### config.mk
export PLATFORM = sky130hd
export DESIGN_NAME = regfile_writeback_flat
export DESIGN_NICKNAME = d
export VERILOG_FILES = /design/src/rtl/regfile_writeback_pkg.sv /design/src/rtl/regfile_writeback_if.sv /design/src/rtl/regfile_writeback_fifo.sv /design/src/rtl/regfile_writeback.sv /design/src/flat_wrapper.sv
export SDC_FILE = /design/constraint.sdc
export NUM_CORES = 1
export LEC_CHECK = 0
export ABC_CLOCK_PERIOD_IN_PS = 2200
export BUFFER_PORTS_ARGS = -buffer_cell sky130_fd_sc_hd__buf_2
export CAP_MARGIN = 20
export CORE_ASPECT_RATIO = 1.25
export CORE_MARGIN = 2
export CORE_UTILIZATION = 50
export DETAILED_ROUTE_END_ITERATION = 10
export GPL_ROUTABILITY_DRIVEN = 0
export PLACE_DENSITY = 0.85
export SLEW_MARGIN = 20
export SYNTH_ARGS = -nofsm -noshare
export SYNTH_HDL_FRONTEND = slang
export SYNTH_SLANG_ARGS = --single-unit
### constraint.sdc
create_clock -name clk -period 2.2 [get_ports clk]
set_input_delay 0.22 -clock clk [delete_from_list [all_inputs] [get_ports clk]]
set_output_delay 0.22 -clock clk [all_outputs]
set_load 0.05 [all_outputs]
### src/rtl/regfile_writeback_pkg.sv
// Shared register-file constants and the address-to-enable decode.
package regfile_pkg;
    localparam int NUM_REGS = 16;
    localparam int ADDR_W   = 4;
    localparam int REG_W    = 16;

    function automatic logic [NUM_REGS-1:0] onehot16(input logic [ADDR_W-1:0] a);
        logic [NUM_REGS-1:0] r;
        r    = '0;
        r[a] = 1'b1;
        return r;
    endfunction
endpackage

### src/rtl/regfile_writeback_if.sv
// Write-back bus: ALU and load request sides plus register-file write port and status.
interface regfile_writeback_if #(parameter int DATA_W = 16);
    import regfile_pkg::*;

    logic                alu_valid;
    logic [ADDR_W-1:0]   alu_addr;
    logic [DATA_W-1:0]   alu_data;
    logic                ld_valid;
    logic                ld_ready;
    logic [ADDR_W-1:0]   ld_addr;
    logic [DATA_W-1:0]   ld_data;
    logic [NUM_REGS-1:0] reg_en;
    logic [DATA_W-1:0]   wr_data;
    logic [NUM_REGS-1:0] pending;
    logic [3:0]          ld_count;
    logic                collision;

    modport master (
        output alu_valid, alu_addr, alu_data, ld_valid, ld_addr, ld_data,
        input  ld_ready, reg_en, wr_data, pending, ld_count, collision
    );
    modport slave (
        input  alu_valid, alu_addr, alu_data, ld_valid, ld_addr, ld_data,
        output ld_ready, reg_en, wr_data, pending, ld_count, collision
    );
endinterface

### src/rtl/regfile_writeback_fifo.sv
// Load queue: strict FIFO whose per-entry valid/address are exported for hazard tracking.
module wb_fifo import regfile_pkg::*; #(
    parameter int DEPTH  = 4,
    parameter int DATA_W = 16
) (
    input  logic                          clk,
    input  logic                          clr,
    input  logic                          push,
    input  logic                          pop,
    input  logic [ADDR_W-1:0]             pushAddr,
    input  logic [DATA_W-1:0]             pushData,
    output logic                          full,
    output logic                          empty,
    output logic [3:0]                    count,
    output logic [ADDR_W-1:0]             headAddr,
    output logic [DATA_W-1:0]             headData,
    output logic [DEPTH-1:0]              entVld,
    output logic [DEPTH-1:0][ADDR_W-1:0]  entAddr
);
    localparam int PW = $clog2(DEPTH);
    localparam logic [3:0] DEPTH_C = 4'(DEPTH);

    logic [PW-1:0]     wrPtr, rdPtr;
    logic [DATA_W-1:0] dataMem [DEPTH];
    logic              doPush, doPop;

    assign full     = (count == DEPTH_C);
    assign empty    = (count == 4'd0);
    assign doPush   = push & ~full;
    assign doPop    = pop & ~empty;
    assign headAddr = entAddr[rdPtr];
    assign headData = dataMem[rdPtr];

    // Power-of-two depth lets the pointers wrap by plain overflow.
    always_ff @(posedge clk or negedge clr) begin
        if (!clr) begin
            wrPtr   <= '0;
            rdPtr   <= '0;
            count   <= '0;
            entVld  <= '0;
            entAddr <= '0;
        end else begin
            if (doPush) begin
                entVld[wrPtr]  <= 1'b1;
                entAddr[wrPtr] <= pushAddr;
                wrPtr          <= wrPtr + 1'b1;
            end
            if (doPop) begin
                entVld[rdPtr] <= 1'b0;
                rdPtr         <= rdPtr + 1'b1;
            end
            count <= count + {3'b0, doPush} - {3'b0, doPop};
        end
    end

    always_ff @(posedge clk) begin
        if (doPush) dataMem[wrPtr] <= pushData;
    end
endmodule

### src/rtl/regfile_writeback.sv
// Write-back arbiter: ALU results win the single register-file port, queued loads fill idle cycles.
module regfile_writeback import regfile_pkg::*; #(
    parameter int LD_DEPTH = 4,
    parameter int DATA_W   = 16
) (
    input  logic                clk,
    input  logic                clr,
    regfile_writeback_if.slave  bus
);
    logic                          push, pop, full, empty;
    logic [3:0]                    count;
    logic [ADDR_W-1:0]             headAddr;
    logic [DATA_W-1:0]             headData;
    logic [LD_DEPTH-1:0]           entVld;
    logic [LD_DEPTH-1:0][ADDR_W-1:0] entAddr;
    logic [NUM_REGS-1:0]           pendingVec;
    logic [NUM_REGS-1:0]           regEn;
    logic [DATA_W-1:0]             wrData;
    logic                          collision;

    // Gating with clr keeps the queue closed while reset is held.
    assign bus.ld_ready = clr & ~full;
    assign push         = bus.ld_valid & bus.ld_ready;
    assign pop          = ~bus.alu_valid & ~empty;

    wb_fifo #(.DEPTH(LD_DEPTH), .DATA_W(DATA_W)) uFifo (
        .clk      (clk),
        .clr      (clr),
        .push     (push),
        .pop      (pop),
        .pushAddr (bus.ld_addr),
        .pushData (bus.ld_data),
        .full     (full),
        .empty    (empty),
        .count    (count),
        .headAddr (headAddr),
        .headData (headData),
        .entVld   (entVld),
        .entAddr  (entAddr)
    );

    always_comb begin
        pendingVec = '0;
        for (int i = 0; i < LD_DEPTH; i++)
            if (entVld[i]) pendingVec = pendingVec | onehot16(entAddr[i]);
    end

    always_ff @(posedge clk or negedge clr) begin
        if (!clr) begin
            regEn     <= '0;
            wrData    <= '0;
            collision <= 1'b0;
        end else begin
            regEn <= '0;
            if (bus.alu_valid) begin
                regEn  <= onehot16(bus.alu_addr);
                wrData <= bus.alu_data;
                if (pendingVec[bus.alu_addr]) collision <= 1'b1;
            end else if (!empty) begin
                regEn  <= onehot16(headAddr);
                wrData <= headData;
            end
        end
    end

    assign bus.reg_en    = regEn;
    assign bus.wr_data   = wrData;
    assign bus.pending   = pendingVec;
    assign bus.ld_count  = count;
    assign bus.collision = collision;
endmodule

### src/flat_wrapper.sv
// flat-port wrapper written by rule: the top's interface ports become plain ports
module regfile_writeback_flat import regfile_pkg::*;
#(
    parameter int LD_DEPTH = 4,
    parameter int DATA_W   = 16
)
  (clk, clr, bus_alu_valid, bus_alu_addr, bus_alu_data, bus_ld_valid, bus_ld_addr, bus_ld_data, bus_ld_ready, bus_reg_en, bus_wr_data, bus_pending, bus_ld_count, bus_collision);
  regfile_writeback_if #(.DATA_W(DATA_W)) bus_i ();
  input  logic clk;
  input  logic clr;
  input wire logic [$bits(bus_i.alu_valid)-1:0] bus_alu_valid;
  input wire logic [$bits(bus_i.alu_addr)-1:0] bus_alu_addr;
  input wire logic [$bits(bus_i.alu_data)-1:0] bus_alu_data;
  input wire logic [$bits(bus_i.ld_valid)-1:0] bus_ld_valid;
  input wire logic [$bits(bus_i.ld_addr)-1:0] bus_ld_addr;
  input wire logic [$bits(bus_i.ld_data)-1:0] bus_ld_data;
  output wire logic [$bits(bus_i.ld_ready)-1:0] bus_ld_ready;
  output wire logic [$bits(bus_i.reg_en)-1:0] bus_reg_en;
  output wire logic [$bits(bus_i.wr_data)-1:0] bus_wr_data;
  output wire logic [$bits(bus_i.pending)-1:0] bus_pending;
  output wire logic [$bits(bus_i.ld_count)-1:0] bus_ld_count;
  output wire logic [$bits(bus_i.collision)-1:0] bus_collision;
  assign bus_i.alu_valid = bus_alu_valid;
  assign bus_i.alu_addr = bus_alu_addr;
  assign bus_i.alu_data = bus_alu_data;
  assign bus_i.ld_valid = bus_ld_valid;
  assign bus_i.ld_addr = bus_ld_addr;
  assign bus_i.ld_data = bus_ld_data;
  assign bus_ld_ready = bus_i.ld_ready;
  assign bus_reg_en = bus_i.reg_en;
  assign bus_wr_data = bus_i.wr_data;
  assign bus_pending = bus_i.pending;
  assign bus_ld_count = bus_i.ld_count;
  assign bus_collision = bus_i.collision;
  regfile_writeback #(.LD_DEPTH(LD_DEPTH), .DATA_W(DATA_W)) u_core (.clk(clk), .clr(clr), .bus(bus_i));
endmodule
==> results by group, run 1 <==
STA
  – Clock Skew: ~0.0069 ns
  – Final hold violation count: 0
  – Final setup violation count: 0
  – Worst slew margin: between 40 and 50%
  – Final period utilization: a little over nine tenths
  – Minimum clock period: ~2.2 ns
  – FMAX: around 460 MHz
  – Final Max Tran Viols: 0
  – Final Worst Setup Slack: 0.0262 ns
  – Slew @ Worst Pin: around 0.79 ns
  – RSZ-0062 raised after global routing: yes

Hold path
  – Hold_sp: bus_ld_data[3]
  – WHS Path Cells: 1
  – Hold EP: u_core.uFifo.dataMem[3][3]$_DFFE_PP_
  – Worst hold path type: in2reg

Clock network
  – Root buf cell: clkbuf_16
  – Post-CTS Hold Fix Bufs: 0
  – Clock Path Buffers: 2
  – Clk Latency, worst-skew pair: a little over 0.4 ns
  – TritonCTS clock tree: done
  – Number of H-tree levels: 4
  – Worst-path clk slew: roughly 0.06 ns
  – Clock Sinks: about 130
  – TritonCTS Buffers: 17

Placement
  – Pre-CTS setup slack: around 0.089 ns
  – Placed instance area: 6610 um^2
  – Dpl hpwl: 9330 um
  – # port buffers: 97

Global routing
  – First-pass GRT wire length: approximately 22000 um
  – Total gr overflow: 0
  – Initial antenna violation count: 0
  – Gr usage total: 22.9%
  – Vias in the first global route: approximately 4400
  – Largest net degree at the start of global routing: 62

Finish
  – Most common cell after layout, fill and taps aside: buf_2
  – Commonest non-fill, non-tap cells in the layout: buf_2 (92), edfxtp_1 (64), dfrtp_1 (49), nand2_1 (32), o22ai_1 (27)
  – Final Cell Area: roughly 7300 um^2
  – Fillers: between 800 and 900
  – Area Growth Syn to Fin: 25.5%
  – Fraction of layout cells with a size suffix above 1: 43.8%
  – Antenna cells: 0
  – Fin nets: 606

Setup path
  – Crit path max-delay family: simple AND/OR/NAND/NOR gates
  – Worst-path fanout max: 5
  – FF-to-FF Start: u_core.uFifo.count[2]$_DFF_PN0_
  – Crit path cell chain: or3b_4 -> o22a_1 -> or3b_2 -> clkbuf_4
  – Crit-path max cell delay: around 0.45 ns
  – Flop-to-flop setup slack: between 0.1 and 0.15 ns
  – CP required: approximately 2.0 ns
  – Crit start category: flop
  – CP arrival: 1.95 ns
  – CP endpoint kind: output port
  – Worst Path Buf+Inv: 1
  – Slowest stage cell, crit path: dfrtp_2
  – Worst reg-to-reg path cell count: 9
  – CP Class: reg2out
  – RR Endpoint: u_core.uFifo.count[1]$_DFF_PN0_

Logic synthesis
  – #FFs+latches synth: between 100 and 150
  – Async SR Flop Fraction: between 40% and 50%
  – Xor/xnor share of the synthesized area: less than 1%
  – Warnings from Yosys: 0
  – Ys flop type: edfxtp_1
  – Simple logic cell fraction of the synthesized area: between 10% and 20%
  – Sequential-to-total area share from yosys stat: about 59%
  – Largest family of logic cells by synthesized area: multiplexers
  – Mapped Nets: 487
  – Multiplexer share of the synthesized area: 13.5%
  – Adder-cell area share of the yosys netlist: ~3.3%
  – Compound-cell area share of the yosys netlist: 8.06%
  – Synth Cell Area: 5850 um^2
  – Avg Inst Size Synth: about 14 um^2
  – Netlist cell types: 47
  – EDFF count, synth: 64
  – Cells after Synth: between 400 and 500

Pwr
  – Pwr Total: between 10 and 15 mW
  – PwrDens: approximately 1500 nW/um^2
  – Worst vdd ir: between 1 and 1.5 mV
  – P_leak: ~3.0 nW

Floorplanning
  – Starting Density: 50.8%
  – Die X: roughly 100 um
  – Core area: roughly 12000 um^2
  – Row cnt: 44
  – Die ar.: around 13000 um^2
  – Die height: 125 um
  – I/O pin count: 98

Route
  – Drt pass-1 iters: 5
  – Remaining DRCs: 0
  – Total vias in the final route: roughly 4200
  – Routed wire length: 13900 um
  – Via/cell ratio: around 6.0
  – DR WL/cell: between 15 and 20 um
  – 1st-iter DRT viols: between 200 and 250
  – Antenna Nets Post-Route: 0

Run status
  – Outcome: complete, no violations

Job
  – Total of max-cap violations: 0
## repair_timing
item | 4_1_cts | 5_1_grt
setup buffers | 0 | 7
endpoints found under the setup margin | 1 | 80
gates resized for setup | 1 | 21
pin swaps | 0 | 2
## sequential cells by signal (all words and copies together), names as in the netlist
register              cells
u_core.uFifo.rdPtr        2
u_core.bus.collision      1
u_core.uFifo.entAddr     16
u_core.bus.wr_data       16
u_core.bus.reg_en        16
u_core.uFifo.wrPtr        2
u_core.uFifo.count        4
u_core.uFifo.dataMem     64
u_core.uFifo.entVld       4
## cell usage after synthesis, types with 3 or more instances
| cell type | n | area share, % |
|---|---|---|
| or3b_1 | 3 | 0.45 |
| edfxtp_1 | 64 | 33 |
| nor4b_1 | 10 | 1.5 |
| mux2_2 | 16 | 3.1 |
| mux2i_1 | 16 | 2.7 |
| clkbuf_1 | 6 | 0.38 |
| buf_1 | 3 | 0.19 |
| or2_2 | 10 | 1.1 |
| o22ai_1 | 27 | 2.9 |
| ha_1 | 14 | 3.0 |
| a21oi_1 | 3 | 0.26 |
| a2bb2oi_1 | 4 | 0.60 |
| nor3_1 | 5 | 0.43 |
| o22a_1 | 10 | 1.5 |
| mux4_2 | 20 | 7.7 |
| nand3b_1 | 11 | 1.4 |
| nand3_1 | 7 | 0.60 |
| or3b_2 | 10 | 1.5 |
| nand2_1 | 32 | 2.1 |
| o21ai_0 | 18 | 1.5 |
| nand2b_1 | 10 | 1.1 |
| nor2_1 | 20 | 1.3 |
| xnor2_1 | 3 | 0.45 |
| dfrtp_1 | 61 | 26 |
| inv_1 | 17 | 1.1 |
## report_power, final
part	leakage, nW	switching, mW	internal [mW]
Combinational	1.38	2.92	1.71
Sequential	1.32	0.509	3.08
Clock	0.284	1.03	1.68
## worst reg2reg max path, delay by kind of cell (launching register included)
family / cells / cell delay (ns)
buffers and inverters: 4 / 0.20
adders and majority gates: 4 / 1.10
AOI/OAI and AO/OA: 1 / 0.28
DFF: 1 / 0.39
## routing by layer
metal	wire (um)	global-route usage [%]	vias to the layer above
li1	-	-	1877
met1	5530	27.2	2049
met2	7270	39.2	194
met3	674	5.11	46
met4	419	10.3	0
met5	0	0	-
## kinds of logic after synthesis
family	after synthesis
AO/OA/AOI/OAI	70
flip-flops	125
AND/OR/NAND/NOR	130
XOR/XNOR	4
buffers and inverters	32
multiplexers	52
adder cells (fa/ha/maj)	15
## final cells by class
| cell class | instances | area [um^2] | area share (%) |
|---|---|---|---|
| Timing Repair Buffer | 115 | 696 | 9.48 |
| Multi-Input combinational cell | 271 | 2340 | 31.9 |
| Clock buffer | 17 | 425 | 5.80 |
| Inverter | 17 | 81.3 | 1.11 |
| Clock inverter | 15 | 160 | 2.18 |
| Sequential cell | 125 | 3460 | 47.2 |
| Tap cell | 138 | 173 | 2.35 |
## through the flow
stage / setup TNS [ns] / util (%) / hold slack, ns / cells
floorplan: -0.791 / - / -0.0756 / 428
global placement: 0 / 57.4 / 0.434 / 659
detailed placement: 0 / 57.4 / 0.442 / 659
CTS: 0 / 62.5 / 0.0194 / 691
global route: -0.0646 / 63.8 / 0.0233 / 698
finish: 0 / 63.8 / 0.0315 / 698
## worst max path at each step
stage	start	endpoint	slack, ns	cells after the start
floorplan	u_core.uFifo.count[3]$_DFF_PN0_	u_core.uFifo.count[1]$_DFF_PN0_	-0.33	12
CTS	u_core.uFifo.entAddr[6]$_DFFE_PN0P_	bus_pending[1]	0.007	4
global placement	u_core.uFifo.count[1]$_DFF_PN0_	u_core.uFifo.count[1]$_DFF_PN0_	0.15	10
detailed placement	u_core.uFifo.count[1]$_DFF_PN0_	u_core.uFifo.dataMem[3][9]$_DFFE_PP_	0.09	6
global route	u_core.uFifo.entVld[2]$_DFF_PN0_	bus_pending[9]	-0.03	4
finish	u_core.uFifo.entVld[1]$_DFF_PN0_	bus_pending[3]	0.03	4
Note: power is estimated with default switching activity, not from simulation.
==> inputs of run 2 (changes only) <==
REMOVE_ABC_BUFFERS = 1   (was unset)
==> run 2 against run 1 <==
  * Critical path type unchanged
  * Critical endpoint is now bus_pending[10]
  * Total power grew 0.35%
  * Utilization shrank 0.63 points
  * Wire length shrank 0.63%
  * Count of clock-buffer cells in the layout is the same
  * First-iteration DRC count shrank 1.7%
  * Largest power group unchanged
  * The run now ends with negative hold slack left
  * Highest routed layer unchanged
==> results by group, run 2 (same netlist as run 1, synthesis figures left out) <==
Run status
  – Outcome: finished, violations left
  – Failing checks: negative hold slack

Setup path
  – Worst path depth: 5 (+1)
  – Worst-path fanout max: 6 (+1)
  – CP Class: reg2out
  – Critical path endpoint: bus_pending[10]
  – FF-to-FF Start: u_core.uFifo.entAddr[5]$_DFFE_PN0P_
  – Flop-to-flop setup slack: 0.10 ns (about the same)
  – Crit path max-delay family: simple AND/OR/NAND/NOR gates
  – CP arrival: 1.94 ns (about the same)
  – CP required: 1.98 ns (about the same)
  – Slowest stage cell, crit path: or3b_2
  – Crit-path max cell delay: 0.47 ns (+0.02 ns)
  – RR Endpoint: u_core.bus.collision$_DFFE_PN0P_
  – Crit path cell chain: nand3b_1 -> buf_4 -> nor2_1 -> or3b_2 -> buf_2
  – Worst Path Buf+Inv: 2 (+1)
  – Worst reg-to-reg path cell count: 6 (-3)
  – CP endpoint kind: output port
  – Crit start category: flop
  – CP startpoint: u_core.uFifo.entAddr[10]$_DFFE_PN0P_

STA
  – Final hold violation count: 2 (+2)
  – Worst hold slack: -0.00805 ns (-0.0396 ns)
  – Worst slew margin: 48.3% (+1.2 points)
  – FMAX: 464 MHz (+0.87%)
  – Final Max Tran Viols: 0 (unchanged)
  – Final period utilization: 98.0% (-0.85 points)
  – Slew @ Worst Pin: 0.776 ns (-0.0184 ns)
  – Minimum clock period: 2.16 ns (-0.0187 ns)
  – Final setup violation count: 0 (unchanged)
  – Clock Skew: 0.00806 ns (+0.00112 ns)
  – Final Worst Setup Slack: 0.0449 ns (+0.0187 ns)
  – RSZ-0062 raised after global routing: yes

Placement
  – # port buffers: 97 (unchanged)
  – Pre-CTS setup slack: -0.00174 ns (-0.0905 ns)
  – Dpl hpwl: 9590 um (+2.8%)
  – Dpl cells: 662 (+0.46%)

Clock network
  – Number of H-tree levels: 4 (unchanged)
  – TritonCTS Buffers: 17 (unchanged)
  – TritonCTS clock tree: done
  – Worst-path clk slew: 0.06 ns (about the same)
  – Clock Sinks: 125 (unchanged)
  – Clock Path Buffers: 2 (unchanged)
  – Root buf cell: clkbuf_16
  – Clk Latency, worst-skew pair: 0.41 ns (about the same)
  – Post-CTS Hold Fix Bufs: 0 (unchanged)

Global routing
  – Vias in the first global route: 4332 (-0.87%)
  – Initial antenna violation count: 0 (unchanged)
  – First-pass GRT wire length: 21800 um (-0.53%)
  – Total gr overflow: 0 (unchanged)
  – Gr usage total: 22.8% (-0.057 points)
  – Largest net degree at the start of global routing: 62 (unchanged)

Route
  – Remaining DRCs: 0 (unchanged)
  – Routed wire length: 13800 um (-0.63%)
  – 1st-iter DRT viols: 235 (-1.7%)
  – Antenna Nets Post-Route: 0 (unchanged)
  – Via/cell ratio: 6.00 (+0.58%)
  – DR WL/cell: 19.8 um (-0.63%)
  – Drt pass-1 iters: 5 (unchanged)
  – Total vias in the final route: 4190 (+0.58%)

Finish
  – Biggest register: u_core.uFifo.dataMem
  – Fraction of layout cells with a size suffix above 1: 40.9% (-2.9 points)
  – Register area: 3450 um^2 (-0.36%)
  – Multi-input logic area: 2320 um^2 (-0.96%)
  – Antenna cells: 0 (unchanged)
  – Max FFs per register: 64 (unchanged)
  – Commonest non-fill, non-tap cells in the layout: buf_2 (89), edfxtp_1 (64), dfrtp_1 (59), nand2_1 (32), o22ai_1 (26)
  – Layout Cells excl Fill: 698 (unchanged)
  – Fillers: 841 (+2.9%)
  – Fin nets: 606 (unchanged)
  – Most common cell after layout, fill and taps aside: buf_2
  – Area Growth Syn to Fin: 24.2%

Floorplanning
  – Die height: 125 um (unchanged)
  – I/O pin count: 98 (unchanged)
  – Die X: 101 um (unchanged)
  – Row cnt: 44 (unchanged)
  – Starting Density: 50.8% (unchanged)
  – Die ar.: 12600 um^2 (unchanged)
  – Core area: 11500 um^2 (unchanged)

Pwr
  – P_leak: 3.03 nW (+1.5%)
  – P_sw: 4.43 mW (-0.70%)
  – Power share of the combinational group: 41.9% (-0.5 points)
  – Switching part of the total power: 40.4% (-0.43 points)
  – Clk pwr share: 25.9% (+1.1 points)
  – Worst vdd ir: 0.953 mV (-9.6%)
  – Int Power: 6.54 mW (+1.1%)
  – Reg power frac: 32.2% (-0.6 points)
  – PwrDens: 1510 nW/um^2 (+1.4%)

Job
  – Total of max-cap violations: 0 (unchanged)

Hold path
  – Worst hold path type: in2async
==> run 2: cell types whose count changed in the layout (fill, tap and decap cells not counted), sizes merged <==
cell and change:
buf +2, bufinv +1, clkbuf -2, clkinv -1, clkinvlp -4, inv +4
==> run 2: area by class of cell <==
cell class                      instances  area share, %
Timing Repair Buffer                  115           8.92
Clock buffer                           17           5.86
Inverter                               17          0.878
Clock inverter                         15           2.58
Tap cell                              138           2.38
Sequential cell                       125           47.5
Multi-Input combinational cell        271           31.9
==> run 2: worst min path at each step <==
stage	to	slack (ns)	cells past startpoint
2_1_floorplan	u_core.bus.collision$_DFFE_PN0P_	-0.08	0
3_3_place_gp	u_core.uFifo.dataMem[2][8]$_DFFE_PP_	0.43	1
3_5_place_dp	u_core.uFifo.dataMem[2][15]$_DFFE_PP_	0.44	1
4_1_cts	u_core.uFifo.dataMem[2][15]$_DFFE_PP_	0.002	1
5_1_grt	u_core.uFifo.dataMem[1][2]$_DFFE_PP_	0.01	1
6_report	u_core.uFifo.count[3]$_DFF_PN0_	-0.008	2
==> run 2: power by group through the flow <==
stage               logic, mW  clock network (mW)  registers [mW]
global placement         4.27                   0            3.49
detailed placement       4.40                   0            3.54
CTS                      4.46                2.87            3.51
finish                   4.59                2.84            3.54
global route             4.89                3.00            3.61
floorplan                2.34                   0            4.40
==> run 2: metal layers <==
metal | GRT usage, % | routed length (um) | part of all wire (%) | vias up
li1 | - | - | - | 1868
met4 | 9.99 | 488 | 3.5 | 0
met3 | 6.06 | 861 | 6.2 | 41
met2 | 38.4 | 7050 | 51 | 209
met1 | 27.4 | 5410 | 39 | 2072
met5 | 0 | 0 | 0 | -
==> run 2: worst register-to-register path, cell delays in order, from the launching register on <==
cell and delay (ns):
dfrtp_1 0.44, or2b_2 0.37, o22a_1 0.22, nor4b_1 0.15, nor4_1 0.48, o221ai_1 0.21
o21bai_1 0.15
==> run 2: repair_timing <==
item | 4_1_cts | 5_1_grt
gates resized for setup | 4 | 30
setup endpoints to repair | 5 | 13
gates cloned | 0 | 0
pin swaps | 0 | 5
buffers inserted | 0 | 4
==> run 2: through the flow <==
step	instance area, um^2	hold WS, ns	setup TNS [ns]	power [mW]	utilization [%]
global route	7270	0.00960	-0.0259	11.5	63.1
CTS	7160	0.00174	0	10.8	62.2
detailed placement	6540	0.436	-0.00174	7.94	56.8
floorplan	5770	-0.0756	-98.58	6.74	-
global placement	6540	0.431	0	7.76	56.8
finish	7270	-0.00805	0	11.0	63.1
==> inputs of run 3 (changes only) <==
CORE_ASPECT_RATIO = 1.4   (was 1.25)
==> run 3 against run 2 <==
  * The run ends with negative hold slack, negative setup slack left
  * Global-route usage fell by 0.066 points
  * First-iteration DRC count rose by 34%
  * Sequential power barely moved
  * Register-to-register slack got worse by 0.02 ns
  * Worst hold slack got worse by 0.014 ns
  * Final cell count rose by 0.72%
  * Utilization barely moved
  * Sequential cell count did not move
  * Non-clock buffer count fell by 1
  * Design area fell by 1.0%
  * Total power fell by 2.5%
  * Combinational power fell by 1%
  * Critical path type unchanged
  * Largest cell class unchanged
  * Largest power group unchanged
==> results by group, run 3 (same netlist as run 1, synthesis figures left out) <==
Route
  – 1st-iter DRT viols: 316 (+34%)
  – Total vias in the final route: 4167 (-0.55%)
  – Drt pass-1 iters: 6 (+1)
  – Antenna Nets Post-Route: 0 (unchanged)
  – Routed wire length: 13700 um (-0.96%)
  – Via/cell ratio: 5.93 (-1.3%)
  – DR WL/cell: 19.5 um (-1.7%)
  – Remaining DRCs: 0 (unchanged)

Global routing
  – First-pass GRT wire length: 21700 um (-0.47%)
  – Initial antenna violation count: 0 (unchanged)
  – Largest net degree at the start of global routing: 62 (unchanged)
  – Total gr overflow: 0 (unchanged)
  – Gr usage total: 22.8% (-0.066 points)
  – Vias in the first global route: 4283 (-1.1%)

Clock network
  – Post-CTS Hold Fix Bufs: 0 (unchanged)
  – TritonCTS Buffers: 17 (unchanged)
  – Clock Sinks: 125 (unchanged)
  – TritonCTS clock tree: done
  – Clock Path Buffers: 2 (unchanged)
  – Root buf cell: clkbuf_16
  – Number of H-tree levels: 4 (unchanged)
  – Clk Latency, worst-skew pair: 0.41 ns (about the same)
  – Worst-path clk slew: 0.06 ns (about the same)

Floorplanning
  – Die ar.: 12600 um^2 (about the same)
  – Die X: 95.4 um (-5.3%)
  – Starting Density: 51.3% (+0.49 points)
  – Core area: 11400 um^2 (-0.96%)
  – Die height: 132 um (+5.6%)
  – I/O pin count: 98 (unchanged)
  – Row cnt: 46 (+4.5%)

STA
  – Slew @ Worst Pin: 0.784 ns (+0.00811 ns)
  – Final Worst Setup Slack: -0.00715 ns (-0.0521 ns)
  – Final setup violation count: 1 (+1)
  – Worst slew margin: 47.7% (-0.54 points)
  – Minimum clock period: 2.21 ns (+0.0521 ns)
  – Clock Skew: 0.00765 ns (-0.000412 ns)
  – Final period utilization: 100% (+2.4 points)
  – Worst hold slack: -0.0224 ns (-0.0143 ns)
  – Final Max Tran Viols: 0 (unchanged)
  – FMAX: 453 MHz (-2.4%)
  – Final hold violation count: 14 (+12)

Hold path
  – Worst hold path type: in2async

Finish
  – Area Growth Syn to Fin: 23.0%
  – Most common cell after layout, fill and taps aside: buf_2
  – Fraction of layout cells with a size suffix above 1: 40.3% (-0.64 points)
  – Util after Layout: 63.1% (about the same)
  – Antenna cells: 0 (unchanged)
  – Layout Cells excl Fill: 703 (+0.72%)
  – Max FFs per register: 64 (unchanged)
  – Fin nets: 605 (-0.17%)
  – Final Cell Area: 7190 um^2 (-1.0%)
  – Commonest non-fill, non-tap cells in the layout: buf_2 (90), edfxtp_1 (64), dfrtp_1 (56), nand2_1 (32), o22ai_1 (26)
  – Register area: 3450 um^2 (+0.11%)
  – Multi-input logic area: 2300 um^2 (-0.81%)
  – Fillers: 869 (+3.3%)
  – Biggest register: u_core.uFifo.dataMem

Run status
  – Failing checks: negative hold slack, negative setup slack
  – Outcome: finished, violations left

Setup path
  – CP endpoint kind: output port
  – RR Endpoint: u_core.uFifo.count[1]$_DFF_PN0_
  – Slowest stage cell, crit path: or3b_2
  – Worst-path fanout max: 5 (-1)
  – Crit path cell chain: nand3_1 -> o22a_1 -> or3b_2 -> clkbuf_4
  – CP Class: reg2out
  – CP startpoint: u_core.uFifo.entVld[3]$_DFF_PN0_
  – CP required: 1.98 ns (about the same)
  – Flop-to-flop setup slack: 0.08 ns (-0.02 ns)
  – Crit-path max cell delay: 0.46 ns (about the same)
  – FF-to-FF Start: u_core.uFifo.count[2]$_DFF_PN0_
  – CP arrival: 1.99 ns (+0.05 ns)
  – Crit start category: flop
  – Critical path endpoint: bus_pending[13]
  – Worst reg-to-reg path cell count: 10 (+4)

Pwr
  – Reg power frac: 33.2% (+1.0 points)
  – Int Power: 6.27 mW (-4.2%)
  – Clk pwr share: 24.4% (-1.5 points)
  – Worst vdd ir: 0.780 mV (-18%)
  – Switching part of the total power: 41.3% (+0.99 points)
  – Power share of the combinational group: 42.4% (+0.5 points)
  – P_leak: 3.00 nW (-1.3%)
  – PwrDens: 1490 nW/um^2 (-1.5%)
  – P_sw: 4.42 mW (-0.16%)

Placement
  – Dpl hpwl: 9640 um (+0.46%)
  – Pre-CTS setup slack: -0.0309 ns (-0.0291 ns)
  – # port buffers: 97 (unchanged)
  – Dpl cells: 669 (+1.1%)
  – Placed instance area: 6550 um^2 (+0.23%)

Job
  – Total of max-cap violations: 0 (unchanged)
run 3: changes by cell type in the layout (fill, tap and decap cells not counted), sizes merged:
cell and delta:
clkinvlp +2, clkbuf +1, inv +2, clkinv -2
bufinv -2, buf -2
run 3: cell type report:
type	instances	area share, %
clock buffer	17	5.92
clock inverter	15	1.88
inverter	17	0.887
multi-input combinational	271	32.0
sequential	125	48.0
tap	144	2.51
timing repair buffer	114	8.82
run 3: worst min-delay path by stage:
stage | from | to | slack (ns) | cells past startpoint
finish | clr | u_core.uFifo.count[0]$_DFF_PN0_ | -0.02 | 2
global route | bus_ld_data[12] | u_core.uFifo.dataMem[3][12]$_DFFE_PP_ | 0.01 | 1
CTS | bus_ld_data[11] | u_core.uFifo.dataMem[2][11]$_DFFE_PP_ | 0.01 | 1
detailed placement | bus_ld_data[5] | u_core.uFifo.dataMem[0][5]$_DFFE_PP_ | 0.44 | 1
global placement | clr | u_core.uFifo.count[3]$_DFF_PN0_ | 0.43 | 2
floorplan | clr | u_core.bus.collision$_DFFE_PN0P_ | -0.08 | 0
run 3: critical path: cells and delay by family, from the launching register on:
kind,cells,cell delay (ns)
buffers and inverters,1,0.23
and+or+nand+nor,2,0.69
AOI/OAI and AO/OA,1,0.20
DFF,1,0.45
run 3: repair_timing:
item | CTS | global route
pin swaps | 0 | 2
setup buffers | 0 | 2
resized for setup | 1 | 28
setup endpoints to repair | 2 | 12
gates cloned | 0 | 0
run 3: metal layers:
layer	vias up	part of all wire (%)	GRT usage (%)
li1	1867	-	-
met1	2009	36	26.1
met2	232	54	39.6
met3	59	6.2	4.97
met4	0	3.7	11.0
met5	-	0	0
run 3: power groups by stage:
stage               registers [mW]  logic (mW)  clock network [mW]
floorplan                     4.40        2.34                   0
global placement              3.48        4.27                   0
detailed placement            3.54        4.40                   0
CTS                           3.50        4.43                2.65
global route                  3.61        4.84                2.77
finish                        3.55        4.54                2.60
run 3: through the flow:
step	power, mW	TNS, ns
finish	10.7	-0.00715
detailed placement	7.95	-0.0439
global route	11.2	-0.0861
floorplan	6.74	-98.58
CTS	10.6	0
global placement	7.75	0
